$ cat config.mk
export PLATFORM = sky130hd
export DESIGN_NAME = fp_norm_round
export DESIGN_NICKNAME = d
export VERILOG_FILES = /design/src/rtl/fp_pkg.sv /design/src/rtl/fp_round_rne.sv /design/src/rtl/fp_norm_round.sv
export SDC_FILE = /design/constraint.sdc
export NUM_CORES = 1
export LEC_CHECK = 0
export CORE_MARGIN = 5
export CORE_UTILIZATION = 50
export DETAILED_ROUTE_END_ITERATION = 16
export PLACE_DENSITY = 0.74
export SLEW_MARGIN = 20
export SYNTH_ARGS = -nofsm -noshare
export SYNTH_HDL_FRONTEND = slang
export SYNTH_SLANG_ARGS = --single-unit
$ cat constraint.sdc
create_clock -name clk -period 6.8 [get_ports clk]
set_input_delay 1.02 -clock clk [delete_from_list [all_inputs] [get_ports clk]]
set_output_delay 1.02 -clock clk [all_outputs]
set_load 0.02 [all_outputs]
$ cat src/rtl/fp_pkg.sv
// Shared floating-point constants and FSM state type, common to the FMA datapath
// and its normalise/round back end.
package fp_pkg;

  localparam int FP_BIAS      = 127;
  localparam int FP_EXP_W     = 8;
  localparam int FP_FRAC_W    = 23;
  localparam int FP_EXP_IN_W  = 10;
  localparam int FP_MANT_W    = 27;
  localparam int FP_EXP_INT_W = 12;

  localparam logic [FP_EXP_W-1:0]  FP_EXP_MAX = 8'hFF;
  localparam logic [FP_EXP_W-1:0]  FP_EXP_ZERO = 8'h00;
  localparam logic [FP_FRAC_W-1:0] FP_FRAC_ZERO = 23'd0;

  typedef enum logic [1:0] {
    IDLE  = 2'd0,
    SHIFT = 2'd1,
    ROUND = 2'd2,
    PACK  = 2'd3
  } fp_state_e;

  // Assemble an IEEE 754 single from its three fields.
  function automatic logic [31:0] fp_pack(input logic s,
                                          input logic [FP_EXP_W-1:0] e,
                                          input logic [FP_FRAC_W-1:0] f);
    return {s, e, f};
  endfunction

endpackage

$ cat src/rtl/fp_round_rne.sv
// Round-to-nearest-even increment and inexact detection on the 27-bit
// working mantissa {carry, hidden, fraction[22:0], guard, round}.
module fp_round_rne
  import fp_pkg::*;
(
  input  logic [FP_MANT_W-1:0] mant_i,
  input  logic                 sticky_i,
  output logic [FP_MANT_W-3:0] mant_o,
  output logic                 inexact_o
);

  logic inc_s;

  // Increment on guard set unless exactly halfway with an even lsb.
  always_comb begin
    inc_s     = mant_i[1] & (mant_i[0] | sticky_i | mant_i[2]);
    inexact_o = mant_i[1] | mant_i[0] | sticky_i;
    mant_o    = mant_i[FP_MANT_W-1:2] + {{(FP_MANT_W-3){1'b0}}, inc_s};
  end

endmodule

$ cat src/rtl/fp_norm_round.sv
// Sequential normalise / round-to-nearest-even / pack back end for single precision.
// Optional gradual underflow is enabled with `define FP_NORM_SUBNORMAL_EN.
module fp_norm_round
  import fp_pkg::*;
(
  input  logic                   clk,
  input  logic                   rst_n,
  input  logic                   start,
  input  logic                   sign_in,
  input  logic [FP_EXP_IN_W-1:0] exp_in,
  input  logic [FP_MANT_W-1:0]   mant_in,
  input  logic                   sticky_in,
  output logic [31:0]            result,
  output logic                   done,
  output logic                   busy,
  output logic                   overflow,
  output logic                   underflow,
  output logic                   inexact
);

  fp_state_e                       state_q, state_d;
  logic                            sign_q, sign_d;
  logic signed [FP_EXP_INT_W-1:0]  exp_q, exp_d;
  logic [FP_MANT_W-1:0]            mant_q, mant_d;
  logic                            sticky_q, sticky_d;
  logic                            flush_q, flush_d;
  logic [31:0]                     result_q, result_d;
  logic                            done_q, done_d;
  logic                            busy_q, busy_d;
  logic                            overflow_q, overflow_d;
  logic                            underflow_q, underflow_d;
  logic                            inexact_q, inexact_d;
`ifdef FP_NORM_SUBNORMAL_EN
  logic [4:0]                      dcnt_q, dcnt_d;
`endif

  logic [FP_MANT_W-3:0]            rnd_mant_s;
  logic                            rnd_inexact_s;

  fp_round_rne u_round (
    .mant_i    (mant_q),
    .sticky_i  (sticky_q),
    .mant_o    (rnd_mant_s),
    .inexact_o (rnd_inexact_s)
  );

  // Next-state, datapath update and output register values.
  always_comb begin
    state_d     = state_q;
    sign_d      = sign_q;
    exp_d       = exp_q;
    mant_d      = mant_q;
    sticky_d    = sticky_q;
    flush_d     = flush_q;
    result_d    = result_q;
    done_d      = 1'b0;
    busy_d      = busy_q;
    overflow_d  = overflow_q;
    underflow_d = underflow_q;
    inexact_d   = inexact_q;
`ifdef FP_NORM_SUBNORMAL_EN
    dcnt_d      = dcnt_q;
`endif

    case (state_q)
      IDLE: begin
        if (start) begin
          sign_d      = sign_in;
          exp_d       = {{(FP_EXP_INT_W-FP_EXP_IN_W){exp_in[FP_EXP_IN_W-1]}}, exp_in};
          mant_d      = mant_in;
          sticky_d    = sticky_in;
          flush_d     = 1'b0;
          busy_d      = 1'b1;
          overflow_d  = 1'b0;
          underflow_d = 1'b0;
          inexact_d   = 1'b0;
`ifdef FP_NORM_SUBNORMAL_EN
          dcnt_d      = 5'd0;
`endif
          state_d     = SHIFT;
        end else begin
          state_d = IDLE;
        end
      end

      SHIFT: begin
        if (mant_q == {FP_MANT_W{1'b0}}) begin
          state_d = PACK;
        end else if (mant_q[FP_MANT_W-1]) begin
          mant_d   = {1'b0, mant_q[FP_MANT_W-1:1]};
          sticky_d = sticky_q | mant_q[0];
          exp_d    = exp_q + 12'sd1;
`ifdef FP_NORM_SUBNORMAL_EN
        end else if ((exp_q < 12'sd1) && (dcnt_q < 5'd26)) begin
          // Denormalise toward the minimum exponent, folding lost bits into sticky.
          mant_d   = {1'b0, mant_q[FP_MANT_W-1:1]};
          sticky_d = sticky_q | mant_q[0];
          exp_d    = exp_q + 12'sd1;
          dcnt_d   = dcnt_q + 5'd1;
`endif
        end else if (!mant_q[FP_MANT_W-2] && (exp_q > 12'sd1)) begin
          mant_d = {mant_q[FP_MANT_W-2:0], 1'b0};
          exp_d  = exp_q - 12'sd1;
        end else begin
          state_d = ROUND;
        end
      end

      ROUND: begin
        inexact_d = rnd_inexact_s;
        if (rnd_mant_s[FP_MANT_W-3]) begin
          mant_d = {1'b0, rnd_mant_s, 1'b0};
          exp_d  = exp_q + 12'sd1;
        end else begin
          mant_d = {rnd_mant_s, 2'b00};
        end
`ifdef FP_NORM_SUBNORMAL_EN
        flush_d = 1'b0;
`else
        flush_d = (exp_q < 12'sd1);
`endif
        state_d = PACK;
      end

      PACK: begin
        if (flush_q) begin
          result_d    = fp_pack(sign_q, FP_EXP_ZERO, FP_FRAC_ZERO);
          underflow_d = 1'b1;
          inexact_d   = 1'b1;
        end else if ((exp_q >= 12'sd255) && (mant_q != {FP_MANT_W{1'b0}})) begin
          result_d   = fp_pack(sign_q, FP_EXP_MAX, FP_FRAC_ZERO);
          overflow_d = 1'b1;
          inexact_d  = 1'b1;
        end else if (!mant_q[FP_MANT_W-2]) begin
          // Hidden bit clear: subnormal encoding (or signed zero).
          result_d = fp_pack(sign_q, FP_EXP_ZERO, mant_q[FP_MANT_W-3:2]);
`ifdef FP_NORM_SUBNORMAL_EN
          underflow_d = inexact_q;
`else
          underflow_d = 1'b0;
`endif
        end else begin
          result_d = fp_pack(sign_q, exp_q[FP_EXP_W-1:0], mant_q[FP_MANT_W-3:2]);
        end
        done_d  = 1'b1;
        busy_d  = 1'b0;
        state_d = IDLE;
      end

      default: begin
        state_d = IDLE;
        busy_d  = 1'b0;
      end
    endcase
  end

  // State and output registers; reset discards any in-flight operation.
  always_ff @(posedge clk or negedge rst_n) begin
    if (!rst_n) begin
      state_q     <= IDLE;
      sign_q      <= 1'b0;
      exp_q       <= 12'sd0;
      mant_q      <= {FP_MANT_W{1'b0}};
      sticky_q    <= 1'b0;
      flush_q     <= 1'b0;
      result_q    <= 32'd0;
      done_q      <= 1'b0;
      busy_q      <= 1'b0;
      overflow_q  <= 1'b0;
      underflow_q <= 1'b0;
      inexact_q   <= 1'b0;
`ifdef FP_NORM_SUBNORMAL_EN
      dcnt_q      <= 5'd0;
`endif
    end else begin
      state_q     <= state_d;
      sign_q      <= sign_d;
      exp_q       <= exp_d;
      mant_q      <= mant_d;
      sticky_q    <= sticky_d;
      flush_q     <= flush_d;
      result_q    <= result_d;
      done_q      <= done_d;
      busy_q      <= busy_d;
      overflow_q  <= overflow_d;
      underflow_q <= underflow_d;
      inexact_q   <= inexact_d;
`ifdef FP_NORM_SUBNORMAL_EN
      dcnt_q      <= dcnt_d;
`endif
    end
  end

  assign result    = result_q;
  assign done      = done_q;
  assign busy      = busy_q;
  assign overflow  = overflow_q;
  assign underflow = underflow_q;
  assign inexact   = inexact_q;

endmodule

==> results.toml <==
[status]
status = "completed"

[power_and_ir_drop]
ir_drop_v = 0.0003860
switchingPower_mw = 1.774
swShare_pct = 48.50
p_int_mw = 1.884
p_per_area_mw_per_mm2 = 552.9
pwr-share-comb_pct = 54.8
pwr-share-clk_pct = 14.9
p_seq_share_pct = 30.3
p_leak_nw = 2.556

[worst_setup_path]
crit_fanout = 18
crit_type = "flip-flop to flip-flop"
worstPathArrival_ns = 3.69
worst_setup_path_end_kind = "flip-flop"
startpoint_type = "flip-flop"
worstReg2RegEnd = "mant_q[21]"
reg2reg_from = "mant_q[2]"
worstRegToRegCells = 9
r2r_setup_slack_ns = 3.35
cp.required_ns = 7.04

[clock_tree]
clkTransAtPathRegs_ns = 0.06
cts.hold.buffers_added = 0
cts-root-buf = "clkbuf_16"
clock_latency_ns = 0.35
cts_buffer_depth = 2
cts_resized = 0
cts_tree = "yes"
cts_setup_buffers = 0
cts.sinks = 81
htreeDepth = 3
cts_inserted_buffers = 9

[grt]
grt-ovfl-total = 0
grt_max_degree = 82
grt_pass1_vias = 5487
grt_pass1_wl_um = 27270
track_usage_pct = 25.40
antenna_found_initial = 0

[timing]
setup_viol = 0
layout_min_cycle_time_ns = 3.452
post-route-period-util_pct = 50.77
relSlewSlack_pct = 24.02
skew_ns = 0.009227
report.final.slew_viol_count = 0
rsz0062_at_grt = "no"
hold_viol = 0
final.setup.tns_ns = 0
timing.fmax_mhz = 289.7
tightest_slew_ns = 1.138

[detailed_routing]
firstDrtPassIters = 6
vias = 5582
met1_length_um = 6540
drt_wl_total_um = 16060
antenna_left = 0
drc = 0
top_signal_layer_used = "met4"
via_per_inst = 6.350
routedWlPerCell_um = 18.27
route.met3.wl_um = 1057
met2_wirelength_um = 7935
drt_iter0_markers = 621

[yosys]
synth-main-ff-cell = "dfrtp_1"
async_flop_share_pct = 100.0
synth_top_cell_by_area = "dfrtp_1"
netlist.area_leader.share_pct = 36.12
synth_area_mm2 = 0.005612
ys_types = 65
synth_seq_cells = 81
ys_warn_count = 0
synth.area.top_cells = "dfrtp_1 (36%), o21ai_0 (6.9%), nand2_1 (6.6%)"
synth_area_per_cell_um2 = 7.848
synth_edf_count = 0
synth_nets = 765
syn_inst = 715
seq_area_frac_synth_pct = 36.12

[floorplanning]
dieWidth_um = 115.9
io_pins = 79
die_h_um = 115.9
die_area_mm2 = 0.01344
std_cell_rows = 38
initial_utilization_pct = 51.32
core_area_mm2 = 0.01094

[finish]
fillers = 1007
stdcell_count = 879
fin_nets = 785
layout-drive-gt1-share_pct = 5.819
syn_to_final_growth_pct = 17.88
diodes = 0

[min_path]
min_to = "result[31]"
hold_class = "flip-flop to flip-flop"
hp-start = "sign_q"
hold_depth = 1

[placement]
routabilityCongestion = 0.9133
place_inst = 864
portBuffers = 78
dp_hpwl_um = 10690

[job]
maxCapViolCount = 0
how the worst max path moves through the flow:
| stage | start | end | slack [ns] | depth (start not counted) |
|---|---|---|---|---|
| finish | mant_q[2] | mant_q[21] | 3.35 | 9 |
| detailed placement | start | exp_q[10] | 3.28 | 9 |
| CTS | mant_q[1] | mant_q[21] | 3.42 | 9 |
| global route | mant_q[2] | mant_q[21] | 3.10 | 9 |
| global placement | start | exp_q[10] | 3.35 | 9 |
| floorplan | start | exp_q[9] | 4.13 | 9 |
power groups by stage:
stage / registers (mW) / logic, mW / clock network [mW]
after global routing: 1.15 / 2.25 / 0.571
after CTS: 1.10 / 2.01 / 0.556
after global placement: 1.10 / 1.95 / 0
after floorplan: 0.932 / 1.61 / 0
final: 1.11 / 2.01 / 0.545
after detailed placement: 1.11 / 1.99 / 0
layout by cell type (no fill, tap or decap), types with 5 or more instances in the layout:
cell,netlist,routed
ha_1,8,8
nor3_1,22,22
xor2_1,11,11
nor4_1,9,9
a21oi_1,30,29
or3_1,14,14
xnor2_1,10,10
o21ai_0,77,77
a31oi_1,19,19
clkdlybuf4s50_1,0,77
nand2_1,99,99
o211ai_1,7,7
inv_1,45,45
and3_1,11,11
dfrtp_1,81,81
a211oi_1,8,8
a221oi_1,22,22
o31ai_1,7,7
nand4_1,7,7
clkbuf_16,0,9
nor2_1,39,38
nand3_1,20,20
buf_4,9,7
or4_1,5,5
o22ai_1,13,13
state kept, by name, summed over array words and instances (netlist names):
name,count
overflow,1
sign_q,1
done,1
underflow,1
inexact,1
result,32
state_q,2
sticky_q,1
busy,1
exp_q,12
flush_q,1
mant_q,27
cell usage after synthesis, types with 4 or more instances:
library cell	number
nand3_1	20
clkbuf_1	47
a211oi_1	8
o22ai_1	13
o21ai_0	77
o31ai_1	7
inv_1	45
a221oi_1	22
nor4_1	9
nor2_1	39
ha_1	8
a22o_1	4
buf_2	18
a21o_1	4
or4_1	5
a31oi_1	19
nor3_1	22
nand4_1	7
nand2_1	99
xor2_1	11
a21oi_1	30
dfrtp_1	81
o211ai_1	7
o221a_2	4
xnor2_1	10
and3_1	11
buf_4	9
or3_1	14
stage by stage:
step | utilization (%) | power (mW) | hold WS, ns | worst slack, ns | cell area, µm²
floorplan | - | 2.537 | 0.4736 | 4.126 | 5612
finish | 60.49 | 3.658 | 0.5165 | 3.348 | 6615
global route | 60.49 | 3.978 | 0.5339 | 3.102 | 6615
detailed placement | 57.44 | 3.095 | 0.5037 | 3.280 | 6281
global placement | 57.44 | 3.045 | 0.4831 | 3.348 | 6281
CTS | 60.46 | 3.660 | 0.5161 | 3.419 | 6611
area by class of cell:
cell class,instances,area (µm²),area share [%]
well taps,140,175.2,2.648
repair buffers,85,834.6,12.62
clock buffers,13,270.3,4.085
inverters,45,168.9,2.553
flip-flops and latches,81,2027,30.64
clock inverters,2,60.06,0.9079
multi-input cells,513,3079,46.55
logic make-up (layout without fill, tap and decap cells):
logic type,Yosys count,in the layout,synth area share (%)
DFF,81,81,36.12
buffers and inverters,121,145,9.119
muxes,6,6,1.137
adders and majority gates,8,8,1.784
AOI/OAI and AO/OA,230,230,26.67
xor gates and xnor gates,21,21,3.277
and+or+nand+nor,248,248,21.90
worst max-delay path: stages (launching register included):
cell and delay, ns:
dfrtp_1 0.49, and2_1 0.20, ha_1 0.20, nand4_1 0.23
nor4_2 0.58, a21oi_2 0.23, nor2_2 0.62, mux2_2 0.41
a221oi_1 0.26, o21ai_1 0.11
layer usage:
metal	global-route usage (%)	vias to the layer above
met5	0	-
met4	10.52	0
met3	4.595	44
met2	42.50	234
met1	32.45	2685
li1	-	2619
Note: power is estimated with default switching activity, not from simulation.
==> variant 1: new RTL, same settings <==
Build with the macro `FP_NORM_SUBNORMAL_EN` defined.
--- a/src/rtl/fp_norm_round.sv
+++ b/src/rtl/fp_norm_round.sv
@@ -1,4 +1,6 @@
 // Sequential normalise / round-to-nearest-even / pack back end for single precision.
 // Optional gradual underflow is enabled with `define FP_NORM_SUBNORMAL_EN.
+`define FP_NORM_SUBNORMAL_EN
+
 module fp_norm_round
   import fp_pkg::*;
Check against the original RTL: not equivalent (Yosys sat finds a counterexample within 4 cycles, from zero or initial values and one cycle with rst_n low).
==> variant 1 against the original RTL <==
  * Sequential cell count grew 4
  * First-iteration DRC count grew 28%
  * Area after synthesis grew 14%
  * Combinational power grew 22%
  * Sequential share of layout area shrank 1.7 points
  * Wire length grew 22%
  * Global-route usage grew 1.3 points
  * Power grew 12%
  * Final area grew 11%
  * Critical path depth shrank 1
  * Setup slack lost 0.50 ns
  * Critical path type unchanged
  * Highest routed layer unchanged
==> variant 1: results <==
critical_path:
  critPathSlowestCell: "a211oi_2"
  max_stage_delay_ns: 0.87
  cp_top_family: "compound AO/OA/AOI/OAI gates"
  crit_arrival_ns: 4.19
  worstSetupPathType: "flop to flop"
  path_max_fanout: 17
  r2r_start: "mant_q[1]$_DFFE_PN0P_"
  r2r_slack_ns: 2.85
  reg2reg_depth: 8
  endpoint: "exp_q[11]$_DFFE_PN0P_"
placement:
  port_buffers: 78
  dp_hpwl_um: 13100
  placed_area_um2: 7070
  place_congestion: 0.951
layout:
  num_antenna_cells: 0
  final_layout_size_suffix_gt1_share_pct: 8.18
  largest_reg_flops: 32
  n_fill_cell: 1155
  layout.nets: 842
worst_hold_path:
  hp-start: "result[4]$_DFFE_PN0P_"
  hold_depth: 1
  hold_path.class: "flop to flop"
  hold_end: "result[4]$_DFFE_PN0P_"
route:
  vias: 6354
  drt-initial-drc-count: 795
  firstDrtPassIters: 5
  wl_per_cell_um: 20.2
power_and_ir_drop:
  ir_worst_vdd_mv: 0.362
  p_leak_nw: 2.71
sta:
  worst_pin_slew_ns: 1.02
  finClkSkew_ns: 0.00904
outcome:
  status: "completed"
cts:
  htreeDepth: 3
  cts.path.max_buffers: 2
  post_cts_buffers: 0
  cts_buffers: 9
  cts-root-buf: "clkbuf_16"
  cts.repair.resized: 0
  clkTransAtPathRegs_ns: 0.06
  clock_latency_ns: 0.36
synth:
  synthTopCellsByArea: "dfrtp_1 33%, nand2_1 4.2%, o21ai_0 3.8%"
  synthDistinctLibCells: 72
  yosys_warnings: 0
  synthesis.nets: 830
  async_reset_ff_share_pct: 100
  yosysSeqAreaShare_pct: 33.4
  synth_commonest_cells: "85 x dfrtp_1, 72 x nand2_1, 63 x clkbuf_1, 63 x nor2_1, 49 x o21ai_0"
  synth-main-ff-cell: "dfrtp_1"
global_routing:
  grt_max_degree: 46
  grt_pass1_wl_um: 32100
  grt.total_usage_pct: 26.7
  grt_pass1_vias: 6281
  antenna_found_initial: 0
variant 1: cell count changes after synthesis, sizes merged, moves of 10 or more:
| cell | change |
|---|---|
| a221oi | -11 |
| a31oi | -11 |
| nor3 | +25 |
| o2bb2ai | +26 |
| a21oi | +10 |
| nand2 | -26 |
| nor2 | +24 |
| inv | -29 |
| o21ai | -31 |
| clkbuf | +15 |
variant 1: cells by family (layout without fill, tap and decap cells):
group                      Yosys count  in the layout  share of synthesized area (%)
muxes                               18             18                           3.06
AOI/OAI and AO/OA                  253            253                           29.4
xor gates and xnor gates            21             21                           2.89
DFF                                 85             85                           33.4
adders and majority gates            9              9                           1.77
buffers and inverters              107            123                           7.03
and+or+nand+nor                    286            286                           22.5
variant 1: routing by layer:
layer | vias up | global-route usage (%) | routed length, um
met2 | 303 | 46.0 | 9760
met5 | - | 0 | 0
li1 | 2933 | - | -
met3 | 37 | 5.63 | 1370
met1 | 3081 | 33.5 | 8130
met4 | 0 | 8.54 | 331
variant 1: power by group:
group	leakage, nW	internal, mW	total [mW]	switching [mW]
Combinational	1.53	1.00	2.45	1.45
Sequential	1.04	0.748	1.16	0.415
Clock	0.143	0.285	0.503	0.218
variant 1: area by class of cell:
cell class	count	area [um2]	area share (%)
multi-input cells	587	3800	51.6
flip-flops and latches	85	2130	28.9
repair buffers	89	861	11.7
clock buffers	10	229	3.11
well taps	172	215	2.92
inverters	19	71.3	0.969
clock inverters	5	61.3	0.833
variant 1: stage by stage:
step,hold slack (ns),utilization (%),instances,total power [mW],setup slack [ns]
2_1_floorplan,0.474,-,779,2.91,3.59
3_3_place_gp,0.473,56.3,952,3.51,3.04
3_5_place_dp,0.472,56.3,952,3.58,2.94
4_1_cts,0.495,58.6,967,4.10,2.90
5_1_grt,0.502,58.6,967,4.41,2.60
6_report,0.486,58.6,967,4.11,2.85
==> variant 2: new RTL, config.mk and constraints unchanged <==
Made on the original files. Encoding of `fp_state_e`: now Gray code (2 bits for 4 states).
--- a/src/rtl/fp_pkg.sv
+++ b/src/rtl/fp_pkg.sv
@@ -15,8 +15,8 @@
 
   typedef enum logic [1:0] {
-    IDLE  = 2'd0,
-    SHIFT = 2'd1,
-    ROUND = 2'd2,
-    PACK  = 2'd3
+    IDLE  = 2'b00,
+    SHIFT = 2'b01,
+    ROUND = 2'b11,
+    PACK  = 2'b10
   } fp_state_e;
 
Behaviour: no difference found for any inputs over 4 cycles, from zero or initial values and one cycle with rst_n low; so few cycles prove little.
==> variant 2 against the original RTL <==
  * Area after synthesis is 5.2% lower
  * Final area is 5.4% lower
  * Sequential cell count stayed put
  * Power is 15% lower
  * Die area is 4.8% lower
  * Setup slack better by 0.26 ns
  * Wire length is 0.52% higher
  * Highest routed layer unchanged
==> variant 2: results <==
global_routing:
  grt_use_met2_pct: 35.3
  grt_use_met3_pct: 4.44
  grt_pass1_vias: 4680
  grt_pass1_wl_um: 25600
  grt.total_usage_pct: 24.9
  grtUsageMet1_pct: 37.9
power_and_ir_drop:
  p_leak_nw: 2.39
  ir_worst_vdd_mv: 0.204
worst_hold_path:
  hold_depth: 2
critical_path:
  r2r-end: "mant_q[11]$_DFFE_PN0P_"
  reg2reg_depth: 6
  startpoint: "state_q[0]$_DFFE_PN0P_"
  path_max_fanout: 24
  crit_arrival_ns: 3.49
  r2r_slack_ns: 3.60
synth:
  yosysMostFrequentCell: "dfrtp_1"
  synthDistinctLibCells: 64
  syn_avg_cell_area_um2: 8.66
  synthesis.nets: 660
  yosysSeqAreaShare_pct: 38.1
  synthMuxAreaShare_pct: 1.88
  synth-xor-area-share_pct: 4.45
  synth_commonest_cells: "81 x dfrtp_1, 66 x nand2_1, 64 x nor2_1"
route:
  dr_wl_met3_um: 1470
  met2WireLength_um: 7080
  viasPerCell: 6.64
  drt-initial-drc-count: 764
  wl_um: 16100
cts:
  clkTransAtPathRegs_ns: 0.09
  clock_latency_ns: 0.37
layout:
  final_layout_size_suffix_gt1_share_pct: 5.42
  layout.cells.non_filler: 782
  n_fill_cell: 925
  layout.nets: 688
sta:
  fmax_mhz: 313
  finClkSkew_ns: 0.0171
  hold_ws_ns: 0.479
outcome:
  status: "completed"
placement:
  place_congestion: 0.952
  dp_hpwl_um: 11200
  place_inst: 767
## variant 2: cell count changes in the layout (fill, tap and decap cells not counted), sizes merged, moves of 7 or more
cell    before  now
a21oi       31   14
a221oi      22    5
a222oi       0   23
a22o         4   26
and3        11    4
inv         45   12
mux2i        3   10
nand2       99   67
nor2        40   65
nor3        23   14
o21ai       81   30
o22ai       13    2
xnor2       10   20
## variant 2: power by group
group	leakage (nW)	total [mW]	switching (mW)	internal, mW
combinational	1.27	1.60	0.918	0.685
clock	0.105	0.402	0.195	0.207
sequential	1.01	1.12	0.419	0.697
## variant 2: area by class of cell
class	instances	area, um2	area share (%)
multi-input combinational	453	2970	47.5
clock buffer	9	124	1.98
sequential	81	2030	32.4
tap	136	170	2.72
timing repair buffer	83	820	13.1
clock inverter	6	93.8	1.50
inverter	14	52.6	0.840
## variant 2: worst register-to-register path, delay by kind of cell, from the launching register on
kind,cells,cell delay [ns]
AO/OA/AOI/OAI,3,0.59
flip-flops,1,0.67
AND/OR/NAND/NOR,3,1.86
